<file path="src/rtl/pipe_ctrl_pkg.sv">
// Shared types and constants for the pipeline flow controller.
// State, redirect-kind encodings and mcause values used by the controller and its redirect buffer.
package pipe_ctrl_pkg;

  typedef enum logic [1:0] {
    RUN      = 2'd0,
    LU_STALL = 2'd1,
    RDR_PEND = 2'd2
  } flow_state_e;

  typedef enum logic {
    RDR_BR   = 1'b0,
    RDR_TRAP = 1'b1
  } rdr_kind_e;

  localparam logic [31:0] CAUSE_ILLEGAL  = 32'd2;
  localparam logic [31:0] CAUSE_MEXT_IRQ = 32'h8000_000B;

endpackage

</file>
<file path="src/rtl/pipe_flow_ctrl_redirect_buf.sv">
// One-entry redirect buffer: holds kind and target of a redirect raised while imem is not ready.
// Loads on the event cycle, drops on clear; load wins if both are seen together.
module redirect_buf
  import pipe_ctrl_pkg::*;
#(
  parameter int XLEN = 32
) (
  input  logic            clk,
  input  logic            reset,
  input  logic            load,
  input  logic            clear,
  input  rdr_kind_e       kind_in,
  input  logic [XLEN-1:0] tgt_in,
  output logic            vld,
  output rdr_kind_e       kind,
  output logic [XLEN-1:0] tgt
);

  always_ff @(posedge clk) begin
    if (reset) begin
      vld  <= 1'b0;
      kind <= RDR_BR;
      tgt  <= '0;
    end else if (load) begin
      vld  <= 1'b1;
      kind <= kind_in;
      tgt  <= tgt_in;
    end else if (clear) begin
      vld  <= 1'b0;
    end
  end

endmodule

</file>
<file path="src/rtl/pipe_flow_ctrl.sv">
// Pipeline flow controller: PC stall/redirect, IF/DE and DE/EX flush/stall, trap entry and mret.
// Zero-cycle latency in RUN; redirects wait on imem readiness; interrupt path under PIPE_IRQ_EN.
module pipe_flow_ctrl
  import pipe_ctrl_pkg::*;
#(
  parameter int              XLEN           = 32,
  parameter int              LOAD_STALL_CYC = 1,
  parameter logic [XLEN-1:0] EXC_CAUSE      = XLEN'(CAUSE_ILLEGAL)
) (
  input  logic            clk,
  input  logic            reset,
  input  logic            br_taken_i,
  input  logic [XLEN-1:0] br_tgt_i,
  input  logic            exc_i,
  input  logic            irq_i,
  input  logic            mret_i,
  input  logic [XLEN-1:0] pc_ex_i,
  input  logic [XLEN-1:0] mtvec_i,
  input  logic [XLEN-1:0] mepc_i,
  input  logic            load_use_i,
  input  logic            imem_ready_i,
  output logic            pc_stall_o,
  output logic            pc_br_o,
  output logic [XLEN-1:0] pc_br_tgt_o,
  output logic            pc_trap_o,
  output logic [XLEN-1:0] pc_vec_o,
  output logic            flush_if_o,
  output logic            flush_de_o,
  output logic            stall_de_o,
  output logic            epc_we_o,
  output logic [XLEN-1:0] epc_wdata_o,
  output logic [XLEN-1:0] cause_o,
  output logic            in_handler_o
);

  flow_state_e     state_q, state_d;
  logic [2:0]      cnt_q, cnt_d;
  logic            in_handler_q, in_handler_d;
  logic            rdr_ev;
  rdr_kind_e       ev_kind, buf_kind;
  logic [XLEN-1:0] ev_tgt, buf_tgt;
  logic            buf_load, buf_clear, buf_vld;
  logic            irq_take;

`ifdef PIPE_IRQ_EN
  assign irq_take = irq_i & ~in_handler_q;
`else
  logic unused_irq;
  assign unused_irq = irq_i;
  assign irq_take   = 1'b0;
`endif

  redirect_buf #(.XLEN(XLEN)) u_rdr_buf (
    .clk     (clk),
    .reset   (reset),
    .load    (buf_load),
    .clear   (buf_clear),
    .kind_in (ev_kind),
    .tgt_in  (ev_tgt),
    .vld     (buf_vld),
    .kind    (buf_kind),
    .tgt     (buf_tgt)
  );

  always_comb begin
    pc_stall_o   = 1'b0;
    pc_br_o      = 1'b0;
    pc_br_tgt_o  = '0;
    pc_trap_o    = 1'b0;
    pc_vec_o     = '0;
    flush_if_o   = 1'b0;
    flush_de_o   = 1'b0;
    stall_de_o   = 1'b0;
    epc_we_o     = 1'b0;
    epc_wdata_o  = '0;
    cause_o      = '0;
    state_d      = state_q;
    cnt_d        = cnt_q;
    in_handler_d = in_handler_q;
    rdr_ev       = 1'b0;
    ev_kind      = RDR_BR;
    ev_tgt       = '0;
    buf_load     = 1'b0;
    buf_clear    = 1'b0;

    // Outputs are held quiet during reset so a pending redirect is never issued.
    if (!reset) begin
      unique case (state_q)
        RUN: begin
          if (exc_i || irq_take) begin
            rdr_ev       = 1'b1;
            ev_kind      = RDR_TRAP;
            ev_tgt       = mtvec_i;
            epc_we_o     = 1'b1;
            epc_wdata_o  = pc_ex_i;
            cause_o      = exc_i ? EXC_CAUSE : XLEN'(CAUSE_MEXT_IRQ);
            in_handler_d = 1'b1;
          end else if (mret_i) begin
            rdr_ev       = 1'b1;
            ev_kind      = RDR_TRAP;
            ev_tgt       = mepc_i;
            in_handler_d = 1'b0;
          end else if (br_taken_i) begin
            rdr_ev  = 1'b1;
            ev_kind = RDR_BR;
            ev_tgt  = br_tgt_i;
          end else if (load_use_i) begin
            pc_stall_o = 1'b1;
            stall_de_o = 1'b1;
            flush_de_o = 1'b1;
            if (LOAD_STALL_CYC > 1) begin
              state_d = LU_STALL;
              cnt_d   = 3'(LOAD_STALL_CYC - 1);
            end
          end else if (!imem_ready_i) begin
            pc_stall_o = 1'b1;
            flush_if_o = 1'b1;
          end

          if (rdr_ev) begin
            flush_if_o = 1'b1;
            flush_de_o = 1'b1;
            if (imem_ready_i) begin
              pc_trap_o   = (ev_kind == RDR_TRAP);
              pc_vec_o    = (ev_kind == RDR_TRAP) ? ev_tgt : '0;
              pc_br_o     = (ev_kind == RDR_BR);
              pc_br_tgt_o = (ev_kind == RDR_BR) ? ev_tgt : '0;
            end else begin
              pc_stall_o = 1'b1;
              buf_load   = 1'b1;
              state_d    = RDR_PEND;
            end
          end
        end

        LU_STALL: begin
          pc_stall_o = 1'b1;
          stall_de_o = 1'b1;
          flush_de_o = 1'b1;
          cnt_d      = cnt_q - 3'd1;
          if (cnt_q <= 3'd1) begin
            cnt_d   = 3'd0;
            state_d = RUN;
          end
        end

        RDR_PEND: begin
          if (imem_ready_i && buf_vld) begin
            flush_if_o  = 1'b1;
            flush_de_o  = 1'b1;
            pc_trap_o   = (buf_kind == RDR_TRAP);
            pc_vec_o    = (buf_kind == RDR_TRAP) ? buf_tgt : '0;
            pc_br_o     = (buf_kind == RDR_BR);
            pc_br_tgt_o = (buf_kind == RDR_BR) ? buf_tgt : '0;
            buf_clear   = 1'b1;
            state_d     = RUN;
          end else begin
            pc_stall_o = 1'b1;
            flush_if_o = 1'b1;
          end
        end

        default: state_d = RUN;
      endcase
    end
  end

  always_ff @(posedge clk) begin
    if (reset) begin
      state_q      <= RUN;
      cnt_q        <= 3'd0;
      in_handler_q <= 1'b0;
    end else begin
      state_q      <= state_d;
      cnt_q        <= cnt_d;
      in_handler_q <= in_handler_d;
    end
  end

  assign in_handler_o = in_handler_q;

endmodule

</file>
<file path="config.mk">
export PLATFORM = sky130hd
export DESIGN_NAME = pipe_flow_ctrl
export DESIGN_NICKNAME = d
export VERILOG_FILES = /design/src/rtl/pipe_ctrl_pkg.sv /design/src/rtl/pipe_flow_ctrl_redirect_buf.sv /design/src/rtl/pipe_flow_ctrl.sv
export SDC_FILE = /design/constraint.sdc
export NUM_CORES = 1
export LEC_CHECK = 0
export CAP_MARGIN = 10
export CORE_ASPECT_RATIO = 0.7
export CORE_MARGIN = 4
export CORE_UTILIZATION = 33
export CTS_CLUSTER_SIZE = 24
export DETAILED_ROUTE_END_ITERATION = 10
export PLACE_DENSITY_LB_ADDON = 0.15
export SLEW_MARGIN = 20
export SYNTH_ARGS = -nofsm -noshare
export SYNTH_HDL_FRONTEND = slang
export SYNTH_SLANG_ARGS = --single-unit
export TNS_END_PERCENT = 20
</file>
<file path="constraint.sdc">
create_clock -name clk -period 1.6 [get_ports clk]
set_clock_uncertainty 0.05 [all_clocks]
set_input_delay 0.32 -clock clk [delete_from_list [all_inputs] [get_ports clk]]
set_output_delay 0.32 -clock clk [all_outputs]
set_load 0.01 [all_outputs]
</file>
Yosys cells after proc, flatten, opt, wreduce, memory -nomap -nowiden
Cells that the tools add are included.

storage, ports and cells
  register bits = 40
  output and inout port bits = 136
  logic and storage cells = 111
  input port bits = 136

cells by class
  add/subtract/negate cells = 1
  magnitude comparators = 1
  muxes and demuxes = 89
  bitwise logic cells = 2
  reduce and logical (&&, ||, !) cells = 6
  eq/ne operators = 6

operators by type and width
  operator               number
  $mux W32               19
  $pmux W32 S2           2
  $mux W1                53
  $mux W2                7
  $pmux W1 S2            4
  $ne A2 B2 Y1 const B   3
  $pmux W1 S3            2
  $pmux W2 S3            1
  $reduce_and A4 Y1      1
  $reduce_bool A2 Y1     2
  $le A3 B1 Y1 const B   1
  $mux W3                1
  $sub A3 B1 Y3 const B  1
  $eq A2 B1 Y1 const B   1
  $eq A2 B2 Y1 const B   1
  $logic_not A2 Y1       1
  $ne A2 B1 Y1 const B   1
  $not A1 Y1             2
  $reduce_and A2 Y1      1
  $logic_and A1 B1 Y1    1

Logic depth before layout (Yosys ltp)
Gate-level depths: netlist (run 1).

  depth in word-level cells = 9
  gate-level depth with buffers = 6
  depth with buffers taken out = 3

Cells and area by module
Synthesis (run 1) repeated with hierarchy kept, for this count alone.

second synthesis, totals
  cell total of the unflattened synthesis = 563
  area total of the unflattened synthesis = 4369.2 um^2

by module, submodules not included
  module          times used  area an instance (um^2)  cells each  seq. area each (um^2)
  pipe_flow_ctrl  1           3130.5                   452         40.0
  redirect_buf    1           1238.7                   111         680.7

Worst setup path after synthesis (run 1)
Ideal clock, no wire load.

  path type = input port to output port
  start point = input br_taken_i
  end point = output pc_br_tgt_o[6]
  cell stages on the path = 5
  data arrival time = 1412 ps
  buffers on the path = 2
  slack = -182 ps
  required time = 1230 ps
  path through = buf_4 -> buf_4 -> nand3b_1 -> or4_1 -> a21oi_1

on the way
  longest elaborated chain between the ends = 8
  elaborated cells between the ends (all ways) = 13
  those cells by class = mux: 13

RTL lines
  what                                 RTL line                                     source
  from (decl)                          pipe_flow_ctrl.sv:12                         input logic br_taken_i,
  $mux W32 or $mux W1 (tied branches)  pipe_flow_ctrl.sv:103                        end else if (br_taken_i) begin
  $mux W32 or $mux W1 (tied branches)  pipe_flow_ctrl.sv:98                         end else if (mret_i) begin
  $mux W32 or $mux W1 (tied branches)  pipe_flow_ctrl.sv:90                         if (exc_i || irq_take) begin
  $mux W32 or $mux W1 (tied branches)  pipe_flow_ctrl.sv:127, pipe_flow_ctrl.sv:88
  $mux W32 or $mux W1 (tied branches)  pipe_flow_ctrl.sv:123, pipe_flow_ctrl.sv:87
  $mux W32 *                           pipe_flow_ctrl.sv:120                        if (rdr_ev) begin
  $pmux W32 S2 *                       pipe_flow_ctrl.sv:88                         unique case (state_q)
  $mux W32 *                           pipe_flow_ctrl.sv:87                         if (!reset) begin
  to (decl)                            pipe_flow_ctrl.sv:24                         output logic [XLEN-1:0] pc_br_tgt_o,

Mark *: on every way between the ends. The rest lies on a longest branch, timed or not. The select of a mux whose other input is x is not followed.

Worst setup path after layout (run 1)
  start point = register state_q[1]
  end point = output pc_br_tgt_o[14]

on the way
  longest elaborated chain between the ends = 3
  elaborated cells between the ends (all ways) = 4
  those cells by class = eq/ne: 1; mux: 2; reduce/logical: 1

RTL lines
  what                                              RTL line               source
  from (decl)                                       pipe_flow_ctrl.sv:36   flow_state_e state_q, state_d;
  from (signal assigned)                            pipe_flow_ctrl.sv:174  state_q <= state_d;
  $eq A2 B2 Y1 or $logic_not A2 Y1 (tied branches)  pipe_flow_ctrl.sv:88
  $pmux W32 S2 *                                    pipe_flow_ctrl.sv:88
  $mux W32 *                                        pipe_flow_ctrl.sv:87

Mark *: on every way between the ends. The rest lies on a longest branch, timed or not.

==> results of run 1 <==
## critical path: stages (launching register included)
cell and delay, ns:
dfxtp_2 0.33, nand3b_4 0.18, buf_12 0.15, buf_16 0.13, or4_4 0.41, a21oi_2 0.13, buf_2 0.15
## logic make-up (layout without fill, tap and decap cells)
logic type / Yosys count / in the layout / share of synthesized area [%]
buffers and inverters: 90 / 330 / 13.8
other: 1 / 31 / 0.0955
multiplexers: 32 / 32 / 9.18
AND/OR/NAND/NOR: 219 / 220 / 34.4
AO/OA/AOI/OAI: 152 / 152 / 24.2
flip-flops: 36 / 36 / 18.4
## area by class of cell
type                    count  area (µm²)  area share, %
repair buffers            321        3160           42.8
multi-input cells         435        3150           42.6
flip-flops and latches     36         723           9.80
well taps                 157         196           2.66
clock buffers               7         143           1.93
clock inverters             1        7.51          0.102
inverters                   1        3.75         0.0509
## path summary, 6_finish.rpt
path	startpoint	to	slack, ns	cells after the start
max	state_q[1]$_SDFFE_PP0P_	pc_br_tgt_o[14]	-0.55	6
min reg2reg	in_handler_o$_SDFFE_PP0P_	in_handler_o$_SDFFE_PP0P_	0.51	2
min	br_taken_i	u_rdr_buf.kind$_SDFFE_PP0P_	0.39	3
max reg2reg	state_q[1]$_SDFFE_PP0P_	u_rdr_buf.tgt[5]$_SDFFE_PP0P_	-0.06	7
## power by group
group	leakage, nW	internal [mW]	switching, mW
Sequential	0.297	0.975	0.0556
Clock	0.0701	0.621	0.391
Combinational	2.74	0.898	0.682
## placed cells by master, fill, tap and decap left out, types with 7 or more instances in the layout
master,instances
a21oi_1,66
clkdlybuf4s50_1,129
or4_4,13
a21oi_2,28
nand2_1,46
mux2_1,15
and2_1,32
mux2_4,17
dfxtp_1,34
buf_2,59
a22o_1,32
a211o_1,12
nand3b_1,33
buf_12,18
buf_4,47
clkdlybuf4s15_2,27
or4_1,7
nor2b_1,64
conb_1,31
dlygate4sd2_1,8
buf_6,19
## cell usage after synthesis (2+ instances only)
cell / n / area, µm²
nand3b_4: 2 / 40.0
nor3_2: 3 / 30.0
dfxtp_1: 36 / 721
buf_4: 34 / 255
nor2b_1: 65 / 407
a211o_1: 12 / 105
or4_1: 20 / 150
nand2b_1: 2 / 12.5
clkbuf_1: 28 / 105
nand3b_1: 33 / 248
nor2_1: 7 / 26.3
nand2_1: 48 / 180
and2_1: 32 / 200
a21oi_1: 98 / 490
nor3_1: 3 / 15.0
buf_6: 7 / 78.8
mux2_1: 32 / 360
buf_2: 20 / 100
a22o_1: 32 / 280
o21ai_0: 2 / 10.0
## per-stage QoR
stage	utilization, %	instance area (µm²)
after global routing	63.1	7380
after CTS	62.7	7330
final	63.1	7380
after detailed placement	59.0	6900
after floorplan	-	4290
after global placement	59.0	6900
## state kept, by name, indices dropped and copies added (netlist names)
name            flops
u_rdr_buf.tgt      32
u_rdr_buf.vld       1
in_handler_o        1
state_q             1
u_rdr_buf.kind      1
## what timing repair did
| item | 4_1_cts | 5_1_grt |
|---|---|---|
| gates cloned | 8 | 0 |
| pin swaps | 11 | 8 |
| endpoints found under the setup margin | 136 | 137 |
| setup buffers | 13 | 1 |
| resized for setup | 402 | 36 |
## layer usage
layer  part of all wire, %  global-route usage [%]
met3                   8.1                    6.44
met4                   1.1                    4.86
met5                     0                       0
met2                    50                    43.0
met1                    41                    28.9
==> metrics.yaml, run 1 <==
status: "finished with violations"
violations: "negative setup slack"
layout.cells.non_filler: 958
syn_to_final_growth_pct: 87.9
critPathLaunchType: "flop"
drc_errors: 0
dp_slack_ns: -1.18
dp_cells: 928
hp-class: "input port to flop"
hold_buffers: 0
first_pass_iters: 4
num_vias: 4931
power.total_mw: 3.62
worstPathRequired_ns: 1.23
antenna_found_initial: 0
power_density_mw_per_mm2: 491
max_freq_mhz: 466
port_buffers: 239
totalWireLength_mm: 17.3
setup_slack_ns: -0.545
clk_path_buf_depth: 2
cts_sinks: 36
synthCells: 530
finalCriticalPeriod_ns: 2.15
finalHoldViolations: 0
antenna_left: 0
yosysWarnings: 0
syn_area_per_cell_um2: 7.41
dieWidth_um: 138
syn_area_mm2: 0.00393
die_area_mm2: 0.0137
ys_ff_latch: 36
async_reset_ff_share_pct: 0
cp.arrival_ns: 1.78
ys_types: 34
start_util_pct: 33.6
cts_tree: "built"
coreArea_mm2: 0.0117
grt_remaining_overflow: 0
grt_first_pass_wirelength_mm: 27.0
layout.nets: 936
rows: 33
synth_seq_area_share_pct: 18.4
htree_levels: 2
max_cap_viol_count: 0
peakVddDrop_mv: 0.421
min_period_over_period_pct: 134
dieHeight_um: 99.3
path_clk_slew_ns: 0.06
grtUsageTotal_pct: 23.9
synth_top_flop_cell: "dfxtp_1"
avgViaCountPerCell: 5.15
setup_viol_count_final: 136
dr.first_iter.drc_count: 205
drive_gt1_share_pct: 33.8
dpl.hpwl_mm: 12.5
pin_count: 272
ctsRootBufferMaster: "clkbuf_16"
rsz0062_at_grt: "yes"
synth_edf_count: 0
wl_per_cell_um: 18.1
fill_cells: 1009
critical_path_class: "flop to output port"
holdWs_ns: 0.387
cts_buffers: 5
drv_slew: 0
setup_tns_ns: -45.65
worstSetupEndpointType: "output port"
worstPathMaxFanout: 7
clock_latency_ns: 0.27
n_antenna_cell: 0
routabilityCongestion: 0.820
power_leakage_nw: 3.11
grt_max_degree: 43
grt_pass1_vias: 5158
(Power assumes the default switching activity.)
==> run 2, diff against run 1 <==
--- a/config.mk
+++ b/config.mk
@@ -5,12 +5,12 @@
 export SDC_FILE = /design/constraint.sdc
 export NUM_CORES = 1
 export LEC_CHECK = 0
-export CAP_MARGIN = 10
 export CORE_ASPECT_RATIO = 0.7
 export CORE_MARGIN = 4
 export CORE_UTILIZATION = 33
 export CTS_CLUSTER_SIZE = 24
 export DETAILED_ROUTE_END_ITERATION = 10
+export GPL_TIMING_DRIVEN = 0
 export PLACE_DENSITY_LB_ADDON = 0.15
 export SLEW_MARGIN = 20
 export SYNTH_ARGS = -nofsm -noshare
==> run 2 against run 1 <==
The flow still finishes with violations (negative setup slack). Maximum frequency is 3.6% lower. Global-route usage up 1.1 points. Critical path depth is the same. Setup slack got worse by 0.080 ns. Utilization shrank 0.15 points. Count of clock-buffer cells in the layout is the same. Clock power is essentially flat. Largest power group unchanged. Highest routed layer unchanged.
==> metrics.yaml, run 2 (same netlist as run 1, synthesis figures left out) <==
final_core_util_pct: 63.0  # -0.15 points
routabilityCongestion: 0.830  # +1.2%
crit_buf_inv: 3  # unchanged
coreArea_mm2: 0.0117  # unchanged
critPathTopFamily: "simple AND/OR/NAND/NOR gates"
clock_latency_ns: 0.27  # about the same
largest_reg_flops: 32  # unchanged
start_util_pct: 33.6  # unchanged
ctsRootBufferMaster: "clkbuf_16"
placed_area_mm2: 0.00684  # -0.76%
syn_to_final_growth_pct: 87.4
clk_path_buf_depth: 2  # unchanged
antenna_left: 0  # unchanged
critPathLaunchType: "flop"
dpl.hpwl_mm: 13.9  # +12%
peakVddDrop_mv: 0.469  # +11%
num_vias: 5073  # +2.9%
final_area_mm2: 0.00736  # -0.24%
pin_count: 272  # unchanged
cts_tree: "built"
max_freq_mhz: 449  # -3.6%
critical_path_class: "flop to output port"
status: "finished with violations"
grt_first_pass_wirelength_mm: 27.8  # +2.8%
dr.first_iter.drc_count: 363  # +77%
path_common_cell: "buf_6"
cts_sinks: 36  # unchanged
worstPathMaxFanout: 5  # -2
hp-class: "input port to flop"
max_cap_viol_count: 0  # unchanged
dieWidth_um: 138  # unchanged
crit_chain: "buf_6 > nand3b_4 > buf_8 > or4_4 > a21oi_4 > buf_6"
cts_buffers: 5  # unchanged
n_antenna_cell: 0  # unchanged
power_density_mw_per_mm2: 487  # -0.85%
cp.arrival_ns: 1.86  # +0.08 ns
final_common_cell: "clkdlybuf4s50_1"
rsz0062_at_grt: "yes"
mostFrequentLayoutCells: "clkdlybuf4s50_1, nor2b_1, a21oi_1"
avgViaCountPerCell: 5.17  # +0.47%
crit_path_top_delay_cell: "or4_4"
htree_levels: 2  # unchanged
drive_gt1_share_pct: 33.7  # -0.095 points
grt_pass1_vias: 5169  # +0.21%
regMostFlops: "u_rdr_buf.tgt"
drv_slew: 0  # unchanged
antenna_found_initial: 0  # unchanged
dieHeight_um: 99.3  # unchanged
multi_input_area_mm2: 0.00305  # -3.1%
seq_area_um2: 722  # -0.17%
grt_max_degree: 12  # -72%
die_area_mm2: 0.0137  # unchanged
min_period_over_period_pct: 139  # +5.0 points
holdWs_ns: 0.409  # +0.0226 ns
hold_buffers: 0  # unchanged
grtUsageTotal_pct: 25.0  # +1.1 points
violations: "negative setup slack"
first_pass_iters: 5  # +1
grt_remaining_overflow: 0  # unchanged
worstMarginPinSlew_ns: 0.542
slew_headroom_pct: 63.9
totalWireLength_mm: 18.4  # +5.9%
wl_per_cell_um: 18.7  # +3.4%
power.total_mw: 3.58  # -1.1%
max_stage_delay_ns: 0.50  # +0.09 ns
drc_errors: 0  # unchanged
setup_slack_ns: -0.625  # -0.0798 ns
worstPathRequired_ns: 1.23  # about the same
port_buffers: 235  # -1.7%
fill_cells: 1041  # +3.2%
worstSetupEndpointType: "output port"
rows: 33  # unchanged
layout.nets: 960  # +2.6%
power_leakage_nw: 3.06  # -1.4%
finalHoldViolations: 0  # unchanged
finalCriticalPeriod_ns: 2.23  # +0.0798 ns
setup_viol_count_final: 104  # -24%
path_clk_slew_ns: 0.05  # about the same
==> run 2: worst paths after layout <==
kind,start,to,slack [ns],cells after the start
setup / recovery,state_q[1]$_SDFFE_PP0P_,pc_br_tgt_o[20],-0.63,6
hold / removal,imem_ready_i,u_rdr_buf.vld$_SDFFE_PP0P_,0.41,4
setup reg to reg,state_q[1]$_SDFFE_PP0P_,u_rdr_buf.tgt[24]$_SDFFE_PP0P_,0.08,5
hold reg to reg,in_handler_o$_SDFFE_PP0P_,in_handler_o$_SDFFE_PP0P_,0.44,2
==> run 2: per-layer routing <==
| metal | up-vias | global-route usage [%] | wire, µm |
|---|---|---|---|
| li1 | 2393 | - | - |
| met1 | 2366 | 31.1 | 7500 |
| met2 | 281 | 43.3 | 8840 |
| met3 | 33 | 6.30 | 1600 |
| met4 | 0 | 6.68 | 412 |
| met5 | - | 0 | 0 |
==> run 2: layout make-up <==
type	count	area share, %
Tap cell	157	2.67
Timing Repair Buffer	257	32.5
Sequential cell	36	9.81
Clock buffer	7	2.07
Inverter	1	0.0510
Buffer	89	11.5
Multi-Input combinational cell	434	41.4
==> run 2: what timing repair did <==
action	in CTS	in global routing
gates resized for setup	465	32
cloned	3	1
endpoints found under the hold margin	0	0
endpoints found under the setup margin	137	123
buffers inserted	16	2
pin swaps	31	8
==> run 2: report_power, final <==
part	internal [mW]	total (mW)	switching (mW)
clock	0.654	1.02	0.362
sequential	0.975	1.03	0.0529
combinational	0.846	1.54	0.694
total	2.47	3.58	1.11
==> run 2: per-stage QoR <==
step / cells / setup TNS (ns) / setup WS (ns)
final: 981 / -44.98 / -0.625
after global routing: 981 / -52.34 / -0.661
after CTS: 978 / -41.72 / -0.649
after detailed placement: 952 / -132.87 / -1.51
after global placement: 952 / -128.05 / -1.53
after floorplan: 560 / -4.41 / -0.132
==> run 2: worst register-to-register path: cells and delay by family (launching register included) <==
family,cells,cell delay [ns]
buf+inv,2,0.32
flops,1,0.33
mux,1,0.32
simple gates,2,0.39
==> run 3, diff against run 2 <==
--- a/config.mk
+++ b/config.mk
@@ -6,7 +6,7 @@
 export NUM_CORES = 1
 export LEC_CHECK = 0
 export CORE_ASPECT_RATIO = 0.7
-export CORE_MARGIN = 4
+export CORE_MARGIN = 2
 export CORE_UTILIZATION = 33
 export CTS_CLUSTER_SIZE = 24
 export DETAILED_ROUTE_END_ITERATION = 10
==> run 3 against run 2 <==
The flow still finishes with violations (negative setup slack). Final cell count is 0.51% higher. Final area is 2.2% lower. Setup slack better by 0.017 ns. Die area is 6.8% lower. Via count is 0.20% lower. Clock power is 4% higher.
==> metrics.yaml, run 3 (same netlist as run 1, synthesis figures left out) <==
drc_errors: 0  # unchanged
worstPathMaxFanout: 10  # +5
rrSetupSlack_ns: 0.07  # about the same
final_core_util_pct: 61.8  # -1.2 points
dieHeight_um: 95.3  # -4.0%
hp-start: "imem_ready_i"
dr.first_iter.drc_count: 331  # -8.8%
max_freq_mhz: 453  # +0.76%
hp-class: "input port to flop"
power_density_mw_per_mm2: 500  # +2.7%
met1_length_mm: 7.58  # +1.1%
drv_slew: 0  # unchanged
die_area_mm2: 0.0128  # -6.8%
critical_path_class: "flop to output port"
dr.max_layer_used: "met4"
worstMarginPinSlew_ns: 0.572  # +0.0305 ns
grtUsageTotal_pct: 27.0  # +2.0 points
grt_max_degree: 12  # unchanged
cts_tree: "built"
num_vias: 5063  # -0.20%
dr_wl_met3_mm: 1.43  # -11%
n_antenna_cell: 0  # unchanged
ff2ff_path_depth: 5  # unchanged
rsz0062_at_grt: "yes"
worstPathRequired_ns: 1.23  # about the same
ctsRootBufferMaster: "clkbuf_16"
mostFrequentLayoutCells: "clkdlybuf4s50_1, buf_2, nor2b_1"
dp_slack_ns: -1.49  # +0.0226 ns
htree_levels: 2  # unchanged
seq_area_um2: 723  # +0.17%
status: "finished with violations"
cts_buffers: 5  # unchanged
antenna_left: 0  # unchanged
wl_met2_mm: 8.67  # -2.0%
min_period_over_period_pct: 138  # -1.0 points
multi_input_area_mm2: 0.00305  # about the same
antenna_found_initial: 0  # unchanged
final_common_cell: "clkdlybuf4s50_1"
slew_headroom_pct: 61.8  # -2.0 points
clk_path_buf_depth: 2  # unchanged
syn_to_final_growth_pct: 83.2
max_cap_viol_count: 0  # unchanged
cp.arrival_ns: 1.84  # -0.02 ns
coreArea_mm2: 0.0116  # -0.35%
drive_gt1_share_pct: 33.4  # -0.32 points
clock_latency_ns: 0.28  # about the same
layout.nets: 965  # +0.52%
r2r-end: "u_rdr_buf.tgt[28]$_SDFFE_PP0P_"
largest_reg_flops: 32  # unchanged
grt_first_pass_wirelength_mm: 27.2  # -1.9%
worstSetupEndpointType: "output port"
fill_cells: 1059  # +1.7%
port_buffers: 235  # unchanged
worstHoldEndpoint: "u_rdr_buf.vld$_SDFFE_PP0P_"
totalWireLength_mm: 17.9  # -2.5%
avgViaCountPerCell: 5.13  # -0.70%
holdPathStages: 4  # unchanged
power_leakage_nw: 3.15  # +2.7%
dieWidth_um: 134  # -2.9%
first_pass_iters: 5  # unchanged
setup_slack_ns: -0.609  # +0.0167 ns
start_util_pct: 33.7  # +0.12 points
holdWs_ns: 0.401  # -0.00865 ns
critPathLaunchType: "flop"
violations: "negative setup slack"
regMostFlops: "u_rdr_buf.tgt"
finalHoldViolations: 0  # unchanged
grt_pass1_vias: 5064  # -2.0%
pin_count: 272  # unchanged
setup_viol_count_final: 104  # unchanged
peakVddDrop_mv: 0.510  # +8.8%
hold_buffers: 0  # unchanged
rr_startpoint: "state_q[1]$_SDFFE_PP0P_"
rows: 33  # unchanged
grt_remaining_overflow: 0  # unchanged
cts_sinks: 36  # unchanged
finalCriticalPeriod_ns: 2.21  # -0.0167 ns
wl_per_cell_um: 18.2  # -3.0%
dpl.hpwl_mm: 13.3  # -4.6%
path_clk_slew_ns: 0.06  # about the same
routabilityCongestion: 0.819  # -1.3%
## run 3: critical path, stage by stage (launching register included)
cell	delay, ns
dfxtp_2	0.33
buf_6	0.13
nand3b_4	0.17
buf_8	0.15
or4_4	0.50
a21oi_4	0.16
buf_6	0.12
## run 3: report_power, final
group          switching [mW]  leakage [nW]  internal [mW]  total (mW)
combinational           0.690          2.77          0.825        1.52
sequential             0.0522         0.297          0.975        1.03
clock                   0.401        0.0760          0.655        1.06
## run 3: through the flow
step                total power [mW]  area (µm²)  cells  TNS [ns]
floorplan                       1.76        4290    560     -4.41
global placement                2.43        6840    952   -129.24
detailed placement              2.46        6840    952   -131.46
CTS                             3.55        7130    984    -39.31
global route                    3.75        7190    986    -49.69
finish                          3.60        7190    986    -43.86
## run 3: worst max path at each step
stage / startpoint / to / slack (ns) / depth (start not counted)
after CTS: state_q[1]$_SDFFE_PP0P_ / pc_br_tgt_o[20] / -0.64 / 6
final: state_q[1]$_SDFFE_PP0P_ / pc_br_tgt_o[20] / -0.61 / 6
after floorplan: state_q[1]$_SDFFE_PP0P_ / pc_br_tgt_o[15] / -0.13 / 5
after global placement: mret_i / pc_vec_o[29] / -1.47 / 7
after global routing: state_q[1]$_SDFFE_PP0P_ / pc_br_tgt_o[20] / -0.65 / 6
after detailed placement: mret_i / pc_vec_o[21] / -1.49 / 7
## run 3: per-layer routing
| metal | global-route usage, % | vias up |
|---|---|---|
| li1 | - | 2413 |
| met1 | 33.9 | 2387 |
| met2 | 48.0 | 242 |
| met3 | 6.06 | 21 |
| met4 | 5.18 | 0 |
| met5 | 0 | - |
## run 3: cell type report
| type | instances | share of cell area, % |
|---|---|---|
| buffer | 89 | 11.8 |
| inverter | 1 | 0.0522 |
| timing repair buffer | 262 | 30.9 |
| multi-input combinational | 434 | 42.4 |
| clock buffer | 7 | 2.12 |
| sequential | 36 | 10.1 |
| tap | 157 | 2.73 |
## run 3: timing repair
item	CTS	global route
gates cloned	2	0
setup buffers	23	2
hold endpoints to repair	0	0
setup endpoints to repair	137	104
pin swaps	41	6
resized for setup	489	34
